[src/rtl/burst_line_pkg.sv]
// burst_line_pkg
//   Shared types and constants for the burst RAM line controller.
//   - state_e   : controller state encoding
//   - CMD_READ  : ram_cmd value for a burst read
//   - CMD_WRITE : ram_cmd value for a burst write
package burst_line_pkg;

  typedef enum logic [2:0] {
    INIT    = 3'd0,
    IDLE    = 3'd1,
    RD_CMD  = 3'd2,
    RD_WAIT = 3'd3,
    WR_BEAT = 3'd4,
    RESP    = 3'd5,
    SETTLE  = 3'd6
  } state_e;

  localparam logic CMD_READ  = 1'b0;
  localparam logic CMD_WRITE = 1'b1;

endpackage

[src/rtl/burst_line_ctrl.sv]
// burst_line_ctrl
//   Turns whole-line read/write requests from the cache into one burst
//   command on the RAM side. Write lines are split into consecutive data
//   beats; read beats are gathered back into a line and returned with a
//   single-cycle response. RAM initialization and busy periods are hidden
//   behind req_ready.
//
// Ports
//   clk, rst            : clock, synchronous active-high reset
//   req_valid/req_ready : request handshake (accept on valid & ready)
//   req_write           : 1 = write line, 0 = read line
//   req_addr            : line address; low beat-index bits are ignored
//   req_wdata/req_wmask : write line and per-byte mask (1 = keep old byte)
//   resp_valid          : one-cycle completion pulse
//   resp_rdata          : last completed read line
//   ram_cmd/ram_cmd_en  : burst command and its one-cycle strobe
//   ram_addr            : burst start address
//   ram_wr_data/mask    : write beat and its byte mask
//   ram_rd_data/valid   : read beat and its strobe
//   ram_busy            : RAM initializing or operating
//
// state   | meaning
// --------+-------------------------------------------------------------
// INIT    | waiting for RAM initialization to finish
// IDLE    | ready for a request
// RD_CMD  | read command strobe on the RAM port
// RD_WAIT | collecting read beats into the line register
// WR_BEAT | driving write beats, command strobe with the first one
// RESP    | resp_valid pulse
// SETTLE  | waiting for the RAM to drop busy before the next request
module burst_line_ctrl
  import burst_line_pkg::*;
#(
  parameter int AddressBitWidth = 21,
  parameter int DataBitWidth    = 64,
  parameter int BurstDataCount  = 4,
  localparam int LineBitWidth   = DataBitWidth * BurstDataCount,
  localparam int BeatIdxWidth   = $clog2(BurstDataCount),
  localparam int BeatMaskWidth  = DataBitWidth / 8,
  localparam int LineMaskWidth  = LineBitWidth / 8
) (
  input  logic                       clk,
  input  logic                       rst,
  input  logic                       req_valid,
  output logic                       req_ready,
  input  logic                       req_write,
  input  logic [AddressBitWidth-1:0] req_addr,
  input  logic [LineBitWidth-1:0]    req_wdata,
  input  logic [LineMaskWidth-1:0]   req_wmask,
  output logic                       resp_valid,
  output logic [LineBitWidth-1:0]    resp_rdata,
  output logic                       ram_cmd,
  output logic                       ram_cmd_en,
  output logic [AddressBitWidth-1:0] ram_addr,
  output logic [DataBitWidth-1:0]    ram_wr_data,
  output logic [BeatMaskWidth-1:0]   ram_data_mask,
  input  logic [DataBitWidth-1:0]    ram_rd_data,
  input  logic                       ram_rd_data_valid,
  input  logic                       ram_busy
);

  localparam logic [BeatIdxWidth-1:0]    LastBeat  = BeatIdxWidth'(BurstDataCount - 1);
  localparam logic [AddressBitWidth-1:0] AlignMask = ~AddressBitWidth'(BurstDataCount - 1);

  state_e                       state_q,        state_d;
  logic [BeatIdxWidth-1:0]      beat_cnt_q,     beat_cnt_d;
  logic [LineBitWidth-1:0]      line_q,         line_d;
  logic [LineMaskWidth-1:0]     mask_line_q,    mask_line_d;
  logic                         req_ready_q,    req_ready_d;
  logic                         resp_valid_q,   resp_valid_d;
  logic [LineBitWidth-1:0]      resp_rdata_q,   resp_rdata_d;
  logic                         ram_cmd_q,      ram_cmd_d;
  logic                         ram_cmd_en_q,   ram_cmd_en_d;
  logic [AddressBitWidth-1:0]   ram_addr_q,     ram_addr_d;
  logic [DataBitWidth-1:0]      ram_wr_data_q,  ram_wr_data_d;
  logic [BeatMaskWidth-1:0]     ram_data_mask_q, ram_data_mask_d;

  logic [BeatIdxWidth-1:0]      beat_nxt;
  logic                         last_beat;

  // Beat k of a line lives at bits [k*DataBitWidth +: DataBitWidth]; the
  // loops keep every part-select constant so the mux maps cleanly.
  function automatic logic [DataBitWidth-1:0] beat_of(
    input logic [LineBitWidth-1:0] line,
    input logic [BeatIdxWidth-1:0] idx
  );
    logic [DataBitWidth-1:0] r;
    r = '0;
    for (int k = 0; k < BurstDataCount; k++) begin
      if (idx == BeatIdxWidth'(k)) r = line[k*DataBitWidth +: DataBitWidth];
    end
    return r;
  endfunction

  function automatic logic [BeatMaskWidth-1:0] mask_of(
    input logic [LineMaskWidth-1:0] mline,
    input logic [BeatIdxWidth-1:0]  idx
  );
    logic [BeatMaskWidth-1:0] r;
    r = '0;
    for (int k = 0; k < BurstDataCount; k++) begin
      if (idx == BeatIdxWidth'(k)) r = mline[k*BeatMaskWidth +: BeatMaskWidth];
    end
    return r;
  endfunction

  function automatic logic [LineBitWidth-1:0] put_beat(
    input logic [LineBitWidth-1:0] line,
    input logic [BeatIdxWidth-1:0] idx,
    input logic [DataBitWidth-1:0] beat
  );
    logic [LineBitWidth-1:0] r;
    r = line;
    for (int k = 0; k < BurstDataCount; k++) begin
      if (idx == BeatIdxWidth'(k)) r[k*DataBitWidth +: DataBitWidth] = beat;
    end
    return r;
  endfunction

  always_comb begin
    state_d         = state_q;
    beat_cnt_d      = beat_cnt_q;
    line_d          = line_q;
    mask_line_d     = mask_line_q;
    req_ready_d     = 1'b0;
    resp_valid_d    = 1'b0;
    resp_rdata_d    = resp_rdata_q;
    ram_cmd_d       = ram_cmd_q;
    ram_cmd_en_d    = 1'b0;
    ram_addr_d      = ram_addr_q;
    ram_wr_data_d   = '0;
    ram_data_mask_d = '0;
    beat_nxt        = beat_cnt_q + 1'b1;
    last_beat       = (beat_cnt_q == LastBeat);

    unique case (state_q)
      INIT: begin
        if (!ram_busy) begin
          state_d     = IDLE;
          req_ready_d = 1'b1;
        end
      end

      IDLE: begin
        if (req_valid) begin
          beat_cnt_d   = '0;
          ram_addr_d   = req_addr & AlignMask;
          ram_cmd_en_d = 1'b1;
          if (req_write) begin
            state_d         = WR_BEAT;
            ram_cmd_d       = CMD_WRITE;
            line_d          = req_wdata;
            mask_line_d     = req_wmask;
            // Beat 0 goes out alongside the command strobe.
            ram_wr_data_d   = req_wdata[DataBitWidth-1:0];
            ram_data_mask_d = req_wmask[BeatMaskWidth-1:0];
          end else begin
            state_d   = RD_CMD;
            ram_cmd_d = CMD_READ;
          end
        end else begin
          req_ready_d = 1'b1;
        end
      end

      RD_CMD: begin
        state_d = RD_WAIT;
      end

      RD_WAIT: begin
        if (ram_rd_data_valid) begin
          line_d     = put_beat(line_q, beat_cnt_q, ram_rd_data);
          beat_cnt_d = beat_nxt;
          if (last_beat) begin
            state_d      = RESP;
            resp_valid_d = 1'b1;
            resp_rdata_d = line_d;
          end
        end
      end

      WR_BEAT: begin
        // beat_cnt_q is the beat currently on the port; load the next one.
        beat_cnt_d = beat_nxt;
        if (last_beat) begin
          state_d      = RESP;
          resp_valid_d = 1'b1;
        end else begin
          ram_wr_data_d   = beat_of(line_q, beat_nxt);
          ram_data_mask_d = mask_of(mask_line_q, beat_nxt);
        end
      end

      RESP: begin
        state_d = SETTLE;
      end

      // The RAM raises busy only after it has taken the strobe, so this
      // is the first state where busy reflects the finished burst.
      SETTLE: begin
        if (!ram_busy) begin
          state_d     = IDLE;
          req_ready_d = 1'b1;
        end
      end

      default: begin
        state_d = INIT;
      end
    endcase
  end

  always_ff @(posedge clk) begin
    if (rst) begin
      state_q         <= INIT;
      beat_cnt_q      <= '0;
      line_q          <= '0;
      mask_line_q     <= '0;
      req_ready_q     <= 1'b0;
      resp_valid_q    <= 1'b0;
      resp_rdata_q    <= '0;
      ram_cmd_q       <= CMD_READ;
      ram_cmd_en_q    <= 1'b0;
      ram_addr_q      <= '0;
      ram_wr_data_q   <= '0;
      ram_data_mask_q <= '0;
    end else begin
      state_q         <= state_d;
      beat_cnt_q      <= beat_cnt_d;
      line_q          <= line_d;
      mask_line_q     <= mask_line_d;
      req_ready_q     <= req_ready_d;
      resp_valid_q    <= resp_valid_d;
      resp_rdata_q    <= resp_rdata_d;
      ram_cmd_q       <= ram_cmd_d;
      ram_cmd_en_q    <= ram_cmd_en_d;
      ram_addr_q      <= ram_addr_d;
      ram_wr_data_q   <= ram_wr_data_d;
      ram_data_mask_q <= ram_data_mask_d;
    end
  end

  assign req_ready     = req_ready_q;
  assign resp_valid    = resp_valid_q;
  assign resp_rdata    = resp_rdata_q;
  assign ram_cmd       = ram_cmd_q;
  assign ram_cmd_en    = ram_cmd_en_q;
  assign ram_addr      = ram_addr_q;
  assign ram_wr_data   = ram_wr_data_q;
  assign ram_data_mask = ram_data_mask_q;

endmodule

[config.mk]
export PLATFORM = sky130hd
export DESIGN_NAME = burst_line_ctrl
export DESIGN_NICKNAME = d
export VERILOG_FILES = /design/src/rtl/burst_line_pkg.sv /design/src/rtl/burst_line_ctrl.sv
export SDC_FILE = /design/constraint.sdc
export NUM_CORES = 2
export LEC_CHECK = 0
export ABC_AREA = 0
export BUFFER_PORTS_ARGS = -buffer_cell sky130_fd_sc_hd__buf_2
export CORE_ASPECT_RATIO = 0.6
export CORE_MARGIN = 3
export CORE_UTILIZATION = 40
export DETAILED_ROUTE_END_ITERATION = 10
export PLACE_DENSITY_LB_ADDON = 0.2
export SYNTH_ARGS = -nofsm -noshare
export SYNTH_HDL_FRONTEND = slang
export SYNTH_SLANG_ARGS = --single-unit
[constraint.sdc]
create_clock -name clk -period 1.7 [get_ports clk]
set_clock_uncertainty 0.1 [all_clocks]
set_input_delay 0.34 -clock clk [delete_from_list [all_inputs] [get_ports clk]]
set_output_delay 0.34 -clock clk [all_outputs]
set_load 0.03 [all_outputs]
==> out/metrics.cfg <==
[global_routing]
grt_overflow = 0
track_usage_pct = 30.5
grt_pass1_wl_mm = 190
antenna_found_initial = 10
grt_max_degree = 108
grt_pass1_vias = 30391

[placement]
place.gp.congestion = 0.897
io_buffer_count = 727
hpwl_mm = 84.7

[pwr]
peakVddDrop_mv = 0.701
p_leak_nw = 17.9
powerDensity_mw_per_mm2 = 908
power.total_w = 0.0443

[sta]
slew_violations = 0
slew-limit-headroom_pct = 60.6
post-route-period-util_pct = 114
max_freq_mhz = 515
setup-violations-final = 558
min_period_ns = 1.94
rsz0062_at_grt = yes
setup_ws_ns = -0.241
finalHoldViolCount = 0
tightest_slew_ns = 0.592

[detailed_routing]
antenna_left = 0
vias_per_cell = 5.63
drt_pre_antenna_iters = 6
drc = 0
num_vias = 33535
drt_iter0_drc = 3794
drt-total-wl_mm = 135
wl_per_cell_um = 22.7

[setup_path]
cpPeakStageDelay_ns = 0.37
worst_ep_arrival_time_ns = 2.36
crit_type = flop to flop
r2r_cells = 9
crit_fanout = 9
cp-start-kind = flop
path_cells = buf_6, ha_4, buf_6, clkbuf_16, clkbuf_16, a21oi_2, o21ai_2, a22oi_2, o2bb2ai_1
required_ns = 2.12
crit_path_top_delay_cell = dfxtp_4
r2r_setup_slack_ns = -0.24
path_buf_inv = 4
worstSetupEndpointType = flop
cp_top_family = buffers and inverters
r2r-end = ram_wr_data[38]$_SDFF_PP0_
worstReg2RegStart = beat_cnt_q[0]$_SDFFE_PP0P_

[cts]
numCtsBuffers = 61
cts_tree = yes
cts_sinks = 644
cts-root-buf = clkbuf_16
clock_path_buffers = 3
clkLatencyLatePin_ns = 0.64
cts-htree-levels = 2
clkTransAtPathRegs_ns = 0.07

[run_status]
status = finished, violations left
violations = negative setup slack

[run]
maxCapViolCount = 0

[synth]
yosysWarnings = 0
synth_edf_count = 0
synth_ff_type = dfxtp_1
synth_top_area_share_pct = 42.5
syn_area_per_cell_um2 = 8.65
synth_area_leaders = dfxtp_1 (43%), nand2_1 (8.5%), mux2i_1 (8.5%), o211ai_2 (8.3%), a21oi_1 (7.5%)
yosys.cell_count.top_type = nand2_1
synth.largest_area_cell = dfxtp_1
async_flop_share_pct = 0
ys_seq_area_share_pct = 42.5
synth_cells = 3504
synth_common_cells = nand2_1 (689), dfxtp_1 (644), a21oi_1 (454)
synth_area_mm2 = 0.0303
ys_ff_latch = 644
yosysUniqueCellTypes = 41

[floorplan]
boundaryPins = 732
die_h_um = 219
start_util_pct = 40.8
die-area_mm2 = 0.0793
core_area_mm2 = 0.0744
placementRows = 77
die_w_um = 361

[hold_path]
hold_depth = 3
hp-class = input pin to flop
hold_end = resp_rdata[94]$_SDFFE_PP0P_
hold_start = ram_rd_data[30]

[layout]
layout.nets = 5295
n_fill_cell = 5850
area_growth_pct = 60.8
drive_gt1_share_pct = 40.1
final_util_pct = 65.6

[metal layers]
metal	track usage [%]	wire, um	up-vias
li1	-	-	15311
met1	44.8	60300	16116
met2	44.8	57900	1842
met3	6.89	13300	262
met4	8.20	3900	4
met5	0	27	-
[tightest hold or removal path: cells and delay by family]
| family | cells | cell delay (ns) |
|---|---|---|
| multiplexers | 1 | 0.16 |
| AO/OA/AOI/OAI | 1 | 0.09 |
| buffers and inverters | 1 | 0.14 |
[state kept, by name, indices dropped and copies added (netlist names)]
| name | count |
|---|---|
| req_ready | 1 |
| ram_addr | 19 |
| resp_rdata | 256 |
| ram_cmd | 1 |
| ram_data_mask | 8 |
| state_q | 3 |
| ram_wr_data | 64 |
| line_q | 256 |
| resp_valid | 1 |
| mask_line_q | 32 |
| ram_cmd_en | 1 |
| beat_cnt_q | 2 |
[cell type report]
| type | instances | area, um2 | share of cell area [%] |
|---|---|---|---|
| Sequential cell | 644 | 12900 | 26.5 |
| Inverter | 76 | 288 | 0.590 |
| Clock buffer | 83 | 1750 | 3.59 |
| Antenna cell | 8 | 20.0 | 0.0410 |
| Multi-Input combinational cell | 2437 | 17200 | 35.2 |
| Tap cell | 987 | 1230 | 2.53 |
| Clock inverter | 27 | 280 | 0.575 |
| Timing Repair Buffer | 1691 | 15100 | 31.0 |
[per-stage QoR]
stage / cells / hold WS, ns / area [um2] / setup TNS [ns] / setup WS, ns
finish: 5953 / 0.0507 / 48800 / -47.67 / -0.241
global placement: 5373 / 0.340 / 38300 / -80.85 / -0.294
detailed placement: 5373 / 0.343 / 38300 / -96.96 / -0.310
floorplan: 3505 / 0.336 / 30400 / -1.98 / -0.0487
CTS: 5886 / 0.00160 / 46100 / -40.36 / -0.163
global route: 5951 / 0.0205 / 48800 / -82.62 / -0.261
[worst max-delay path by stage]
| stage | from | to | slack [ns] | cells past startpoint |
|---|---|---|---|---|
| 6_report | beat_cnt_q[0]$_SDFFE_PP0P_ | ram_wr_data[38]$_SDFF_PP0_ | -0.24 | 9 |
| 5_1_grt | beat_cnt_q[0]$_SDFFE_PP0P_ | line_q[104]$_SDFFE_PP0P_ | -0.26 | 8 |
| 4_1_cts | beat_cnt_q[0]$_SDFFE_PP0P_ | line_q[100]$_SDFFE_PP0P_ | -0.16 | 8 |
| 3_5_place_dp | beat_cnt_q[1]$_SDFFE_PP0P_ | line_q[24]$_SDFFE_PP0P_ | -0.31 | 8 |
| 3_3_place_gp | beat_cnt_q[1]$_SDFFE_PP0P_ | line_q[147]$_SDFFE_PP0P_ | -0.29 | 8 |
| 2_1_floorplan | beat_cnt_q[1]$_SDFFE_PP0P_ | ram_data_mask[2]$_SDFF_PP0_ | -0.05 | 8 |
[power by group]
group,switching (W),internal (W),total [W]
combinational,0.00672,0.00694,0.0137
clock,0.00643,0.00794,0.0144
sequential,0.000571,0.0157,0.0163
[cell families (layout without fill, tap and decap cells)]
group / Yosys count / in the layout / share of synthesized area (%)
buf+inv: 424 / 1877 / 7.46
fa+ha+maj: 5 / 5 / 0.206
other cells: 1 / 10 / 0.0124
compound gates: 1195 / 1195 / 29.0
flops: 644 / 644 / 42.5
mux: 257 / 257 / 8.48
simple gates: 978 / 978 / 12.4
[what timing repair did]
item                                    4_1_cts  5_1_grt
cloned                                       39       41
hold buffers                                307        0
resized for setup                           241      349
endpoints found under the hold margin       379        0
pin swaps                                    54      146
setup buffers                                59       27
endpoints found under the setup margin      632      667
[cells in the final DEF, fill, tap and decap left out, types with 5 or more instances in the layout]
cell	n
buf_4	380
o2bb2ai_1	49
a21oi_2	38
dfxtp_1	639
nand2_4	21
o2bb2ai_2	22
a22oi_1	64
dlygate4sd3_1	307
clkinv_2	15
a21oi_1	415
o211ai_1	57
mux2i_4	74
a22oi_2	8
o211ai_2	194
buf_6	58
o21ai_0	59
bufinv_16	5
inv_1	74
clkbuf_8	15
mux2i_1	112
nand2_2	26
nor2_1	265
clkbuf_16	100
mux2i_2	71
o21ai_1	12
buf_12	102
a211oi_2	17
buf_8	22
clkbuf_1	8
buf_2	726
bufbuf_16	5
ha_4	5
clkinvlp_4	5
a211oi_1	240
diode_2	8
nand2_1	642
buf_16	51
o211ai_4	6
(Power assumes the default switching activity.)
